**config.mk**
```make
export PLATFORM = sky130hd
export DESIGN_NAME = reset_sequencer
export DESIGN_NICKNAME = d
export VERILOG_FILES = /design/src/rtl/reset_sequencer.sv
export SDC_FILE = /design/constraint.sdc
export NUM_CORES = 1
export LEC_CHECK = 0
export ABC_AREA = 1
export BUFFER_PORTS_ARGS = -buffer_cell sky130_fd_sc_hd__buf_2
export CAP_MARGIN = 10
export CELL_PAD_IN_SITES_DETAIL_PLACEMENT = 0
export CELL_PAD_IN_SITES_GLOBAL_PLACEMENT = 1
export CORE_MARGIN = 2
export CORE_UTILIZATION = 41
export CTS_BUF_LIST = sky130_fd_sc_hd__clkbuf_16
export CTS_CLUSTER_DIAMETER = 40
export DETAILED_ROUTE_END_ITERATION = 10
export PLACE_DENSITY_LB_ADDON = 0.25
export SLEW_MARGIN = 5
export SYNTH_ARGS = -nofsm -noshare
export SYNTH_HDL_FRONTEND = slang
export SYNTH_HIERARCHICAL = 1
export SYNTH_SLANG_ARGS = --single-unit
```
**constraint.sdc**
```tcl
create_clock -name clk -period 2.1 [get_ports clk]
set_clock_uncertainty 0.15 [all_clocks]
set_input_delay 0.21 -clock clk [delete_from_list [all_inputs] [get_ports clk]]
set_output_delay 0.21 -clock clk [all_outputs]
set_load 0.05 [all_outputs]
```
**src/rtl/reset_sequencer.sv**
```systemverilog
// Reset sequencer: synchronises reset_n deassertion, holds every domain in reset for a
// minimum time, then releases the domains one by one, lowest index first.
module reset_sequencer #(
    parameter int SYNC_STAGES = 2,
    parameter int NUM_DOMAINS = 4,
    parameter int MIN_ASSERT  = 16,
    parameter int GAP_CYCLES  = 8
) (
    input  logic                   clk,
    input  logic                   reset_n,
    input  logic                   test_mode,
    input  logic                   sw_rst_req,
    output logic [NUM_DOMAINS-1:0] reset_sync_n,
    output logic                   seq_done,
    output logic                   busy
);

    localparam int CNT_MAX = (MIN_ASSERT > GAP_CYCLES) ? MIN_ASSERT : GAP_CYCLES;
    localparam int CW      = $clog2(CNT_MAX + 1);

    localparam logic [CW-1:0] ASSERT_LAST = CW'(MIN_ASSERT - 1);
    localparam logic [CW-1:0] GAP_LAST    = CW'(GAP_CYCLES - 1);
    localparam logic [CW-1:0] CNT_ONE     = CW'(1'b1);

    typedef enum logic [1:0] {
        HOLD    = 2'd0,
        ASSERT  = 2'd1,
        RELEASE = 2'd2,
        DONE    = 2'd3
    } state_t;

    state_t                   state_r;
    logic [SYNC_STAGES-1:0]   sync_r;
    logic [CW-1:0]            cnt_r;
    logic [NUM_DOMAINS-1:0]   rel_r;
    logic                     done_r;
    logic                     rst_s;
    logic                     rst_edge_s;
    logic [NUM_DOMAINS-1:0]   rel_next_s;
    logic                     rel_last_s;

    // Thermometer step: one more domain out of reset, always the next-higher index.
    function automatic logic [NUM_DOMAINS-1:0] next_mask(input logic [NUM_DOMAINS-1:0] m);
        return (m << 1) | NUM_DOMAINS'(1'b1);
    endfunction

    assign rst_s      = sync_r[SYNC_STAGES-1];
    // ASSERT is entered on the edge that raises rst_s, so MIN_ASSERT counts from the release.
    assign rst_edge_s = sync_r[SYNC_STAGES-2] | rst_s;
    assign rel_next_s = next_mask(rel_r);
    assign rel_last_s = &rel_next_s;

    // Deassertion synchroniser for reset_n; assertion stays asynchronous.
    always_ff @(posedge clk or negedge reset_n) begin
        if (!reset_n) begin
            sync_r <= '0;
        end else begin
            sync_r <= {sync_r[SYNC_STAGES-2:0], 1'b1};
        end
    end

    // Sequencing FSM with registered per-domain resets and completion flag.
    always_ff @(posedge clk or negedge reset_n) begin
        if (!reset_n) begin
            state_r <= HOLD;
            cnt_r   <= '0;
            rel_r   <= '0;
            done_r  <= 1'b0;
        end else if (sw_rst_req && (state_r != HOLD)) begin
            // Software request wins over any release due on this edge.
            state_r <= ASSERT;
            cnt_r   <= '0;
            rel_r   <= '0;
            done_r  <= 1'b0;
        end else begin
            case (state_r)
                HOLD: begin
                    cnt_r  <= '0;
                    rel_r  <= '0;
                    done_r <= 1'b0;
                    if (rst_edge_s) begin
                        state_r <= ASSERT;
                    end else begin
                        state_r <= HOLD;
                    end
                end
                ASSERT: begin
                    if (cnt_r == ASSERT_LAST) begin
                        cnt_r <= '0;
                        rel_r <= rel_next_s;
                        if (rel_last_s) begin
                            state_r <= DONE;
                            done_r  <= 1'b1;
                        end else begin
                            state_r <= RELEASE;
                        end
                    end else begin
                        cnt_r <= cnt_r + CNT_ONE;
                    end
                end
                RELEASE: begin
                    if (cnt_r == GAP_LAST) begin
                        cnt_r <= '0;
                        rel_r <= rel_next_s;
                        if (rel_last_s) begin
                            state_r <= DONE;
                            done_r  <= 1'b1;
                        end else begin
                            state_r <= RELEASE;
                        end
                    end else begin
                        cnt_r <= cnt_r + CNT_ONE;
                    end
                end
                DONE: begin
                    state_r <= DONE;
                    cnt_r   <= '0;
                    done_r  <= 1'b1;
                end
                default: begin
                    state_r <= HOLD;
                    cnt_r   <= '0;
                    rel_r   <= '0;
                    done_r  <= 1'b0;
                end
            endcase
        end
    end

    // Scan bypass hands reset_n straight to every domain; the FSM keeps running underneath.
    assign reset_sync_n = test_mode ? {NUM_DOMAINS{reset_n}} : rel_r;
    assign seq_done     = test_mode ? reset_n : done_r;
    assign busy         = ~seq_done;

    reset_sequencer_checker #(
        .NUM_DOMAINS (NUM_DOMAINS)
    ) u_checker (
        .clk          (clk),
        .reset_n      (reset_n),
        .test_mode    (test_mode),
        .reset_sync_n (reset_sync_n),
        .seq_done     (seq_done),
        .busy         (busy)
    );

endmodule

// Output invariants of the reset sequencer.
module reset_sequencer_checker #(
    parameter int NUM_DOMAINS = 4
) (
    input logic                   clk,
    input logic                   reset_n,
    input logic                   test_mode,
    input logic [NUM_DOMAINS-1:0] reset_sync_n,
    input logic                   seq_done,
    input logic                   busy
);

    a_busy_inv: assert property (@(posedge clk) busy == ~seq_done);

    // Released domains always form a contiguous run starting at bit 0.
    a_thermometer: assert property (@(posedge clk) disable iff (!reset_n || test_mode)
        ((reset_sync_n & (reset_sync_n + NUM_DOMAINS'(1'b1))) == '0));

    a_done_all: assert property (@(posedge clk) disable iff (!reset_n || test_mode)
        seq_done == (&reset_sync_n));

endmodule

```
; ---- Word-level counts from Yosys, hierarchy flattened
; Index checks and enable logic that the tools add are counted.
[totals]
reg_bits = 14
input_bits = 4
ram_bits = 0
n_memories = 0
latchBits = 0
mem_bits_ro = 0
[op_classes]
div_mod_pow = 0
muxes = 21
bitwise = 2
add_sub_neg = 1
reduce_logical = 8
mul = 0
eq_ne = 7
n_lt_le_gt_ge = 0
shifts = 0
[ops]
columns = operator, count
row1 = 4-bit 2-to-1 mux, 4
row2 = 5-bit 2-to-1 mux, 3
row3 = 5-bit one-hot mux with 3 select lines, 1
row4 = 4-bit one-hot mux with 3 select lines, 1
row5 = 2-bit one-hot mux with 4 select lines, 1
row6 = 1-bit 2-to-1 mux, 7
row7 = 2-bit 2-to-1 mux, 3
row8 = "3-bit != test, second input constant", 2
row9 = 3-bit AND reduction, 2
row10 = "5-bit by 1-bit adder with 5-bit output, second input constant", 1
row11 = "5-bit by 3-bit == test with 1-bit output, second input constant", 1
row12 = "5-bit by 4-bit == test with 1-bit output, second input constant", 1
row13 = "2-bit == test, second input constant", 2
row14 = 1-bit one-hot mux with 4 select lines, 1
row15 = 4-bit nonzero test, 1
row16 = "2-bit by 1-bit == test with 1-bit output, second input constant", 1
row17 = 2-bit logical NOT, 1
row18 = 2-bit AND reduction, 1
row19 = 2-bit nonzero test, 1
row20 = 2-bit OR reduction, 1
row21 = 1-bit logical AND, 1
row22 = 1-bit inverter, 1
row23 = 1-bit bitwise OR, 1

; ---- Longest topological paths before layout
; Gate-level depths: netlist of run 1.
[depth]
depth_word = 5
ltp_mapped = 13

; ---- Worst setup path after synthesis of run 1
; Ideal clock, no wire load.
[synth_path]
path_kind = register to register
from = reg cnt_r[0]
to = reg rel_r[0]
n_path_buf = 0
setup_time_ps = 117
period_less_slack_ps = 1710
required_time_ps = 1833
arrival_ps = 1443
stages_incl_launch_ff = 13
setup_slack_ps = 390
cell_sequence = dfrtp_1 ha_1 nand2_1 inv_1 nand2_1 inv_1 ha_1 inv_1 nand2_2 nand3_2 nand3_4 nand3_1 nand2_1
[synth_between]
elab_chain_len = 3
elab_cells_between_ends = 5
[synth_rtl]
columns = element, line
row1 = "start, declared", 34  ; logic [CW-1:0] cnt_r;
row2 = "start signal, assigned", 98  ; cnt_r <= cnt_r + CNT_ONE;
row3 = "start signal, assigned", 112  ; cnt_r <= cnt_r + CNT_ONE;
row4 = 5-bit by 3-bit == test with 1-bit output / 5-bit by 4-bit == test with 1-bit output (equally long branches), "102, 88"
row5 = 3-bit != test (no source line), -
row6 = 3-bit AND reduction (no source line) (*), -
row7 = "end signal, assigned", 90  ; rel_r <= rel_next_s;
row8 = "end signal, assigned", 104  ; rel_r <= rel_next_s;
row9 = "end, declared", 35  ; logic [NUM_DOMAINS-1:0] rel_r;
; Mark *: on every way between the ends. The rest lies on a longest branch, timed or not.
; A chain may end at the register's enable or synchronous reset.

; ---- Worst setup path after layout of run 1
[layout_path]
from = reg cnt_r[0]
to = reg state_r[0]
[layout_between]
elab_chain_len = 3
elab_cells_between_ends = 5
[layout_rtl]
columns = element, line
row1 = 5-bit by 3-bit == test with 1-bit output / 5-bit by 4-bit == test with 1-bit output (equally long branches), "102, 88"
row2 = 3-bit != test (no source line), -
row3 = 2-bit AND reduction (no source line) (*), -
row4 = "end signal, assigned", 106  ; state_r <= DONE;
row5 = "end signal, assigned", 109  ; state_r <= RELEASE;
row6 = "end signal, assigned", 116  ; state_r <= DONE;
row7 = "end, declared", 32  ; state_t state_r;
; Marks and branches as above.

==> results of run 1 <==
## metal layers
metal / part of all wire, % / global-route usage [%] / wire length (um) / vias up
met3: 1.8 / 2.727 / 29 / 2
li1: - / - / - / 375
met2: 45 / 23.11 / 739 / 5
met1: 53 / 22.54 / 864 / 321
met4: 0.73 / 5.556 / 12 / 0
met5: 0 / 0 / 0 / -
## cell usage after synthesis (2+ instances only)
cell type	count
o21ai_0	3
inv_1	13
dfrtp_1	14
nand3_1	13
nand2_1	35
nor2_1	9
ha_1	7
nand3_2	2
nand2_2	2
## what timing repair did
| action | 4_1_cts | 5_1_grt |
|---|---|---|
| hold buffers | 1 | 0 |
| setup buffers | 0 | 0 |
| endpoints found under the hold margin | 14 | 0 |
| setup endpoints to repair | 0 | 0 |
## how the worst max path moves through the flow
stage / to / slack, ns / depth (start not counted)
floorplan: rel_r[0] / 0.39 / 12
detailed placement: rel_r[0] / 0.23 / 12
global placement: rel_r[0] / 0.26 / 12
finish: state_r[0] / 0.24 / 12
CTS: rel_r[0] / 0.22 / 12
global route: rel_r[0] / 0.06 / 12
## final cells by class
class / count / share of cell area [%]
Multi-Input combinational cell: 82 / 43.88
Sequential cell: 14 / 33.94
Clock buffer: 3 / 7.273
Timing Repair Buffer: 11 / 6.061
Inverter: 14 / 5.212
Tap cell: 27 / 3.273
Clock inverter: 1 / 0.3636
## report_power, final
part	internal, mW	switching [mW]	total [mW]
Sequential	0.343	0.0663	0.409
Clock	0.252	0.108	0.359
Combinational	0.209	0.430	0.639
## stage by stage
| stage | instance area (um^2) | worst slack [ns] |
|---|---|---|
| final | 1032 | 0.2377 |
| after global routing | 1032 | 0.05776 |
| after CTS | 1032 | 0.2236 |
| after detailed placement | 943.4 | 0.2298 |
| after global placement | 943.4 | 0.2562 |
| after floorplan | 857.1 | 0.3896 |
## sequential cells by signal (all words and copies together), names as in the netlist
signal	flops
cnt_r	5
rel_r	4
state_r	2
sync_r	2
done_r	1
## worst max-delay path, cell delays in order, from the launching register on
cell	delay, ns
dfrtp_1	0.39
ha_1	0.21
nand2_1	0.06
inv_1	0.08
nand2_1	0.09
inv_1	0.04
ha_1	0.17
inv_1	0.09
nand2_2	0.08
nand3_2	0.11
nand3_4	0.13
nand3_1	0.10
nand2_1	0.05
## cell families (layout without fill, tap and decap cells)
| family | after synthesis | in the layout | synth area share [%] |
|---|---|---|---|
| buffers and inverters | 14 | 29 | 6.277 |
| DFF | 14 | 14 | 40.88 |
| xor gates and xnor gates | 1 | 1 | 1.022 |
| AOI/OAI and AO/OA | 5 | 5 | 2.918 |
| and+or+nand+nor | 68 | 68 | 38.25 |
| other | 1 | 1 | 0.4375 |
| adders and majority gates | 7 | 7 | 10.22 |
==> flow_metrics.py, run 1 <==
metrics = {
    "drt": {
        "ant_nets": 0,
        "vias_per_cell": 4.625,
        "drt-total-wl_mm": 1.644,
        "wl_per_cell_um": 10.82,
        "vias": 703,
        "first_iter_violations": 12,
        "dr.pass1.iters": 4,
        "drc_errors": 0,
    },
    "yosys": {
        "yosys_most_used_dff": "dfrtp_1",
        "synth.top_cell.area_share_pct": 40.88,
        "async_flop_share_pct": 100.0,
        "synth_nets": 121,
        "synth_area_um2": 857.1,
        "yosys.area.top_type": "dfrtp_1",
        "synth_edf_count": 0,
        "ys_seq_area_share_pct": 40.88,
        "synthCells": 110,
        "syn_avg_cell_area_um2": 7.792,
        "yosysWarnings": 6,
        "ys_top_cells_by_area": "dfrtp_1 (41%), nand2_1 (15%), ha_1 (10%)",
        "synth_cell_types": 21,
        "ys_ff_latch": 14,
    },
    "place": {
        "io_buffers": 9,
        "dp_hpwl_mm": 1.286,
        "place_congestion": 0.7731,
        "numPlacedInstances": 147,
    },
    "timing": {
        "min_period_ns": 1.862,
        "whs_ns": 0.1781,
        "setup_viol": 0,
        "tns_ns": 0,
        "finalHoldViolCount": 0,
        "rsz0062_at_grt": "no",
        "drv_slew": 0,
        "fin_crit_sh_pct": 88.68,
        "fmax_mhz": 537.0,
    },
    "global_route": {
        "antenna_found_initial": 0,
        "grt_pass1_vias": 668,
        "grt_max_degree": 15,
        "grt-ovfl-total": 0,
        "grt_usage_pct": 15.54,
        "grt_pass1_wl_mm": 2.939,
    },
    "die": {
        "die-area_um2": 2472,
        "placement_rows": 16,
        "chipWidth_um": 49.72,
        "die_h_um": 49.72,
        "io_pins": 10,
        "initial_core_util_pct": 43.69,
        "coreArea_um2": 1962,
    },
    "layout": {
        "layout-drive-gt1-share_pct": 17.60,
        "seq_area_um2": 350.3,
        "fillers": 203,
        "final_common_cell": "nand2_1",
        "multi_input_comb_area_um2": 452.9,
        "final_cell_mix": "nand2_1 (35), dfrtp_1 (14), inv_1 (13), nand3_1 (13)",
        "antennaDiodeCount": 0,
        "area_growth_pct": 20.44,
        "nets": 137,
        "stdcell_count": 152,
        "final_core_util_pct": 52.61,
    },
    "cts": {
        "cts_tree": "done",
        "htree_levels": 1,
        "cts_max_path_buffers": 2,
        "cts_num_sinks": 14,
        "clk-insertion-delay-late_ns": 0.24,
        "root_buffer": "clkbuf_16",
        "clk_pin_slew_ns": 0.05,
        "cts_made_buffers": 3,
        "postCtsResizedCells": 0,
    },
    "setup_path": {
        "r2r_slack_ns": 0.24,
        "rr_startpoint": "cnt_r[0]",
        "crit_start": "cnt_r[0]",
        "crit_required_ns": 2.08,
        "crit_type": "flop to flop",
        "crit_arrival_ns": 1.84,
        "reg2reg_depth": 12,
        "cp-start-kind": "flop",
        "path_max_fanout": 9,
        "setup.worst_path.end_class": "flop",
        "reg2reg_to": "state_r[0]",
    },
    "worst_hold_path": {
        "hold_class": "input port to flop",
        "hp-start": "sw_rst_req",
        "hold_path_end": "state_r[1]",
        "hold_depth": 4,
    },
    "power": {
        "p_leak_nw": 0.5568,
        "p_per_area_nw_per_um2": 1364,
        "finalPower_mw": 1.408,
        "irDropWorstVdd_uv": 820.5,
    },
    "job": {
        "maxCapViolCount": 0,
    },
    "run_status": {
        "status": "finished clean",
    },
}
No activity file was read; power rests on OpenSTA's default activity.
==> run 2, diff against run 1 <==
--- a/config.mk
+++ b/config.mk
@@ -5,13 +5,12 @@
 export SDC_FILE = /design/constraint.sdc
 export NUM_CORES = 1
 export LEC_CHECK = 0
-export ABC_AREA = 1
 export BUFFER_PORTS_ARGS = -buffer_cell sky130_fd_sc_hd__buf_2
 export CAP_MARGIN = 10
 export CELL_PAD_IN_SITES_DETAIL_PLACEMENT = 0
 export CELL_PAD_IN_SITES_GLOBAL_PLACEMENT = 1
 export CORE_MARGIN = 2
-export CORE_UTILIZATION = 41
+export CORE_UTILIZATION = 43
 export CTS_BUF_LIST = sky130_fd_sc_hd__clkbuf_16
 export CTS_CLUSTER_DIAMETER = 40
 export DETAILED_ROUTE_END_ITERATION = 10
==> run 2 against run 1 <==
Net effect: combinational power is 11% higher; power is 3.8% higher; non-clock buffer count is 5 higher; utilization is 3.5 points higher; critical endpoint is now rel_r[0]; highest routed layer is now met3.
==> flow_metrics.py, run 2 <==
metrics = {
    "run_status": {
        "status": "finished clean",
    },
    "layout": {
        "layout-drive-gt1-share_pct": 27.45,
        "final_cell_mix": "dfrtp_1 (14), inv_1 (11), buf_2 (9)",
        "stdcell_count": 129,
        "regMostFlops": "cnt_r",
        "largest_reg_flops": 5,
        "final_core_util_pct": 56.12,
        "nets": 114,
        "seq_area_um2": 350.3,
        "area_growth_pct": 25.47,
        "antennaDiodeCount": 0,
        "fillers": 177,
        "reg_top3": "cnt_r (5), rel_r (4)",
        "final_common_cell": "dfrtp_1",
        "multi_input_comb_area_um2": 470.5,
    },
    "timing": {
        "fin_crit_sh_pct": 93.63,
        "rsz0062_at_grt": "no",
        "setup_viol": 0,
        "tns_ns": 0,
        "min_period_ns": 1.966,
        "finalHoldViolCount": 0,
        "fmax_mhz": 508.6,
        "setup_slack_ns": 0.1339,
        "drv_slew": 0,
    },
    "die": {
        "initial_core_util_pct": 44.73,
        "die_h_um": 48.71,
        "placement_rows": 16,
        "die-area_um2": 2373,
        "chipWidth_um": 48.71,
        "io_pins": 10,
        "coreArea_um2": 1922,
    },
    "yosys": {
        "synth.top_cell.area_share_pct": 40.76,
        "yosys_most_used_dff": "dfrtp_1",
        "syn_avg_cell_area_um2": 10.48,
        "synth_edf_count": 0,
        "yosys.area.top_type": "dfrtp_1",
        "synth_commonest_cells": "dfrtp_1 (14), inv_1 (11), nand2_1 (8)",
        "ys_top_cells_by_area": "dfrtp_1 (41%), ha_1 (10%), inv_1 (4.8%)",
        "synth_area_um2": 859.6,
        "post-synth-top-count-cell": "dfrtp_1",
        "yosysWarnings": 6,
        "synthCells": 82,
        "async_flop_share_pct": 100.0,
        "synth_nets": 93,
        "ys_seq_area_share_pct": 40.76,
        "synth_cell_types": 28,
        "ys_ff_latch": 14,
    },
    "drt": {
        "vias_per_cell": 4.822,
        "first_iter_violations": 5,
        "vias": 622,
        "ant_nets": 0,
        "dr.pass1.iters": 4,
        "drc_errors": 0,
        "wl_per_cell_um": 11.99,
        "drt-total-wl_mm": 1.547,
    },
    "setup_path": {
        "setup.worst_path.end_class": "flop",
        "reg2reg_to": "rel_r[0]",
        "path_max_fanout": 4,
        "crit_arrival_ns": 1.94,
        "rr_startpoint": "cnt_r[0]",
        "crit_start": "cnt_r[0]",
        "reg2reg_depth": 8,
        "r2r_slack_ns": 0.13,
        "worstSetupEndpoint": "rel_r[0]",
        "cp-start-kind": "flop",
        "crit_type": "flop to flop",
        "crit_required_ns": 2.07,
    },
    "power": {
        "p_per_area_nw_per_um2": 1355,
        "irDropWorstVdd_uv": 884.3,
        "finalPower_mw": 1.461,
        "p_leak_nw": 0.5191,
    },
    "place": {
        "dp_hpwl_mm": 1.255,
        "numPlacedInstances": 124,
        "place_congestion": 0.7689,
        "place_ws_ns": 0.07418,
        "io_buffers": 9,
    },
    "cts": {
        "clk_pin_slew_ns": 0.04,
        "cts_made_buffers": 3,
        "root_buffer": "clkbuf_16",
        "htree_levels": 1,
        "cts_tree": "done",
        "post-cts-setup-buffers": 0,
        "cts_num_sinks": 14,
        "clk-insertion-delay-late_ns": 0.24,
        "cts_max_path_buffers": 2,
    },
    "global_route": {
        "grt-ovfl-total": 0,
        "grt_pass1_vias": 633,
        "antenna_found_initial": 0,
        "grt_max_degree": 15,
        "grt_pass1_wl_mm": 2.835,
        "grt_usage_pct": 15.39,
    },
    "worst_hold_path": {
        "hold_class": "flop to flop",
    },
    "job": {
        "maxCapViolCount": 0,
    },
}
## run 2: changes by cell type in the layout (fill, tap and decap cells not counted), sizes merged, moves of 2 or more
cell and change:
nand3 -13, a21o +2, mux2i +4, nand2 -30, buf +5, and2b +2
nor2 -3, a21oi +2, inv -2, o21ai +3
## run 2: timing repair
action	in CTS	in global routing
gates resized for setup	0	2
hold buffers	1	0
hold endpoints to repair	14	0
endpoints found under the setup margin	0	6
## run 2: layout make-up
class,count,share of cell area [%]
multi-input cells,57,43.62
flip-flops and latches,14,32.48
repair buffers,16,9.629
clock buffers,3,6.961
inverters,11,3.828
well taps,27,3.132
clock inverters,1,0.3480
## run 2: layer usage
metal	share of wire [%]	track usage, %	wire length (um)	up-vias
met5	0	0	0	-
met4	0	1.429	0	0
met3	3.0	4.630	47	0
met2	47	24.89	722	5
met1	50	21.15	777	296
li1	-	-	-	321
## run 2: cell families (layout without fill, tap and decap cells)
logic type	count (synthesis)	after routing	synth area share (%)
simple gates	23	23	14.85
flops	14	14	40.76
compound gates	20	20	21.55
buf+inv	11	31	4.804
mux	5	5	6.404
other cells	1	1	0.4363
fa+ha+maj	7	7	10.19
xor+xnor	1	1	1.019
## run 2: power breakdown
part / switching, mW / internal [mW] / total (mW)
Sequential: 0.0577 / 0.339 / 0.397
Combinational: 0.391 / 0.319 / 0.710
Clock: 0.103 / 0.251 / 0.354
## run 2: worst max-delay path, stage by stage, from the launching register on
cell     delay [ns]
dfrtp_1        0.39
ha_2           0.19
nand3_1        0.10
inv_1          0.05
ha_1           0.17
and2b_2        0.28
a21oi_4        0.06
o32ai_4        0.14
mux2_4         0.32
## run 2: worst min path at each step
stage / from / cells after the start / endpoint
6_report: sync_r[0] / 0 / sync_r[1]
5_1_grt: sync_r[0] / 0 / sync_r[1]
4_1_cts: sync_r[0] / 0 / sync_r[1]
3_5_place_dp: reset_n / 2 / cnt_r[0]
3_3_place_gp: reset_n / 2 / cnt_r[1]
2_1_floorplan: reset_n / 0 / cnt_r[0]
## run 2: stage by stage
| step | hold slack, ns | cell area, um^2 |
|---|---|---|
| after floorplan | -0.2356 | 859.6 |
| after global placement | 0.05647 | 983.4 |
| after detailed placement | 0.06034 | 983.4 |
| after CTS | 0.2337 | 1072 |
| after global routing | 0.2411 | 1079 |
| final | 0.2307 | 1079 |
==> run 3, diff against run 2 <==
--- a/config.mk
+++ b/config.mk
@@ -10,10 +10,11 @@
 export CELL_PAD_IN_SITES_DETAIL_PLACEMENT = 0
 export CELL_PAD_IN_SITES_GLOBAL_PLACEMENT = 1
 export CORE_MARGIN = 2
-export CORE_UTILIZATION = 43
+export CORE_UTILIZATION = 39
 export CTS_BUF_LIST = sky130_fd_sc_hd__clkbuf_16
 export CTS_CLUSTER_DIAMETER = 40
 export DETAILED_ROUTE_END_ITERATION = 10
+export MAX_ROUTING_LAYER = met4
 export PLACE_DENSITY_LB_ADDON = 0.25
 export SLEW_MARGIN = 5
 export SYNTH_ARGS = -nofsm -noshare
==> constraint.sdc (replaced) <==
create_clock -name clk -period 1.7 [get_ports clk]
set_clock_uncertainty 0.15 [all_clocks]
set_input_delay 0.17 -clock clk [delete_from_list [all_inputs] [get_ports clk]]
set_output_delay 0.17 -clock clk [all_outputs]
set_load 0.05 [all_outputs]
==> run 3 against run 2 <==
Net effect: the flow now finishes with violations (setup timing); sequential power rose by 24%; first-iteration DRC count fell by 80%; cell count up 13%; cell area is 17% higher; global-route usage grew 3.4 points; routed wire length rose by 21%; via count grew 11%.
==> flow_metrics.py, run 3 (synthesis gave the netlist of run 2 again) <==
metrics = {
    "global_route": {
        "grt_usage_pct": 18.83,
        "grt_pass1_wl_mm": 3.525,
        "grt_max_degree": 15,
        "antenna_found_initial": 0,
        "grt_pass1_vias": 741,
        "grt-ovfl-total": 0,
    },
    "drt": {
        "ant_nets": 0,
        "dr.pass1.iters": 4,
        "vias_per_cell": 4.712,
        "first_iter_violations": 1,
        "wl_per_cell_um": 12.87,
        "drc_errors": 0,
        "vias": 688,
        "drt-total-wl_mm": 1.879,
    },
    "power": {
        "p_leak_nw": 0.6078,
        "intPower_mw": 1.300,
        "comb_power_share_pct": 55.1,
        "netSwitchingPower_uw": 769.8,
        "irDropWorstVdd_uv": 829.2,
        "clockPowerShare_pct": 21.1,
        "finalPower_mw": 2.070,
        "pwr-share-seq_pct": 23.8,
        "p_sw_share_pct": 37.20,
        "p_per_area_nw_per_um2": 1636,
    },
    "layout": {
        "largest_reg_flops": 5,
        "regMostFlops": "cnt_r",
        "layout-drive-gt1-share_pct": 43.70,
        "antennaDiodeCount": 0,
        "final_cell_mix": "buf_4 (22), dfrtp_1 (14), inv_1 (10)",
        "area_growth_pct": 47.16,
        "final_core_util_pct": 62.56,
        "stdcell_count": 146,
        "final_common_cell": "buf_4",
        "nets": 132,
        "reg_top3": "cnt_r (5), rel_r (4)",
        "fillers": 181,
    },
    "cts": {
        "htree_levels": 1,
        "cts_tree": "done",
        "cts_max_path_buffers": 2,
        "clk-insertion-delay-late_ns": 0.24,
        "root_buffer": "clkbuf_16",
        "clk_pin_slew_ns": 0.05,
        "cts_num_sinks": 14,
        "cts_made_buffers": 3,
    },
    "job": {
        "maxCapViolCount": 0,
    },
    "run_status": {
        "status": "finished, violations left",
        "violations": "setup timing",
    },
    "timing": {
        "finalHoldViolCount": 0,
        "setup_viol": 11,
        "drv_slew": 0,
        "min_period_ns": 1.895,
        "rsz0062_at_grt": "yes",
        "fmax_mhz": 527.7,
        "fin_crit_sh_pct": 111.5,
        "setup_slack_ns": -0.1949,
    },
    "setup_path": {
        "setup.worst_path.end_class": "flop",
        "crit_type": "flop to flop",
        "crit_arrival_ns": 1.87,
        "path_max_fanout": 3,
        "cp-start-kind": "flop",
        "crit_required_ns": 1.68,
    },
    "die": {
        "initial_core_util_pct": 42.51,
        "placement_rows": 16,
        "die-area_um2": 2595,
        "chipWidth_um": 50.95,
        "coreArea_um2": 2022,
        "die_h_um": 50.95,
        "io_pins": 10,
    },
    "worst_hold_path": {
        "hold_class": "input port to flop",
    },
    "place": {
        "io_buffers": 9,
        "place_congestion": 0.7405,
        "dp_hpwl_mm": 1.349,
        "numPlacedInstances": 137,
    },
}
## run 3: cell count changes in the layout (fill, tap and decap cells not counted), sizes merged
cell,delta
clkinv,-1
clkbuf,+1
buf,+17
## run 3: final timing paths
check,from,endpoint,slack (ns),cells past startpoint
worst max-delay path,cnt_r[1],rel_r[0],-0.19,8
worst min-delay path,sw_rst_req,state_r[1],0.22,3
worst max register to register,cnt_r[1],rel_r[0],-0.19,8
worst min register to register,sync_r[0],sync_r[1],0.23,0
max in group asynchronous,reset_n,cnt_r[3],0.97,3
min in group asynchronous,reset_n,done_r,0.26,3
## run 3: layer usage
metal / up-vias / GRT usage (%) / routed length [um]
met3: 5 / 2.632 / 61
li1: 353 / - / -
met1: 318 / 26.06 / 932
met5: - / - / 0
met2: 12 / 27.49 / 848
met4: 0 / 8.108 / 37
## run 3: final cells by class
| cell class | instances | area (um^2) | area share (%) |
|---|---|---|---|
| clock buffers | 3 | 75.07 | 5.935 |
| inverters | 11 | 41.29 | 3.264 |
| multi-input cells | 57 | 519.2 | 41.05 |
| flip-flops and latches | 14 | 350.3 | 27.70 |
| well taps | 27 | 33.78 | 2.671 |
| repair buffers | 34 | 245.2 | 19.39 |
## run 3: timing repair
action | CTS | global route
hold buffers | 1 | 0
pin swaps | 3 | 1
buffers inserted | 5 | 1
endpoints found under the hold margin | 14 | 0
gates resized for setup | 7 | 4
cloned | 0 | 0
setup endpoints to repair | 10 | 12
## run 3: stage by stage
step	worst slack (ns)	hold WS, ns	TNS (ns)	cell area (um^2)
3_3_place_gp	-0.2059	-0.01159	-1.197	1101
6_report	-0.1949	0.2222	-1.454	1265
3_5_place_dp	-0.2023	-0.009189	-1.343	1101
2_1_floorplan	-0.2222	-0.2756	-0.6945	879.6
5_1_grt	-0.2677	0.2301	-2.336	1265
4_1_cts	-0.1856	0.2076	-1.341	1255
## run 3: worst max-delay path, stage by stage (launching register included)
cell and delay [ns]:
dfrtp_1 0.40, ha_4 0.17, nand3_2 0.08, inv_2 0.05, ha_4 0.14, and2b_2 0.27, a21oi_4 0.05, o32ai_4 0.14
mux2_4 0.33
## run 3: power groups by stage
stage / clock network (mW) / logic [mW] / registers, mW
2_1_floorplan: 0 / 0.668 / 0.487
3_3_place_gp: 0 / 1.03 / 0.493
3_5_place_dp: 0 / 1.04 / 0.496
4_1_cts: 0.443 / 1.12 / 0.491
5_1_grt: 0.467 / 1.26 / 0.502
6_report: 0.437 / 1.14 / 0.492
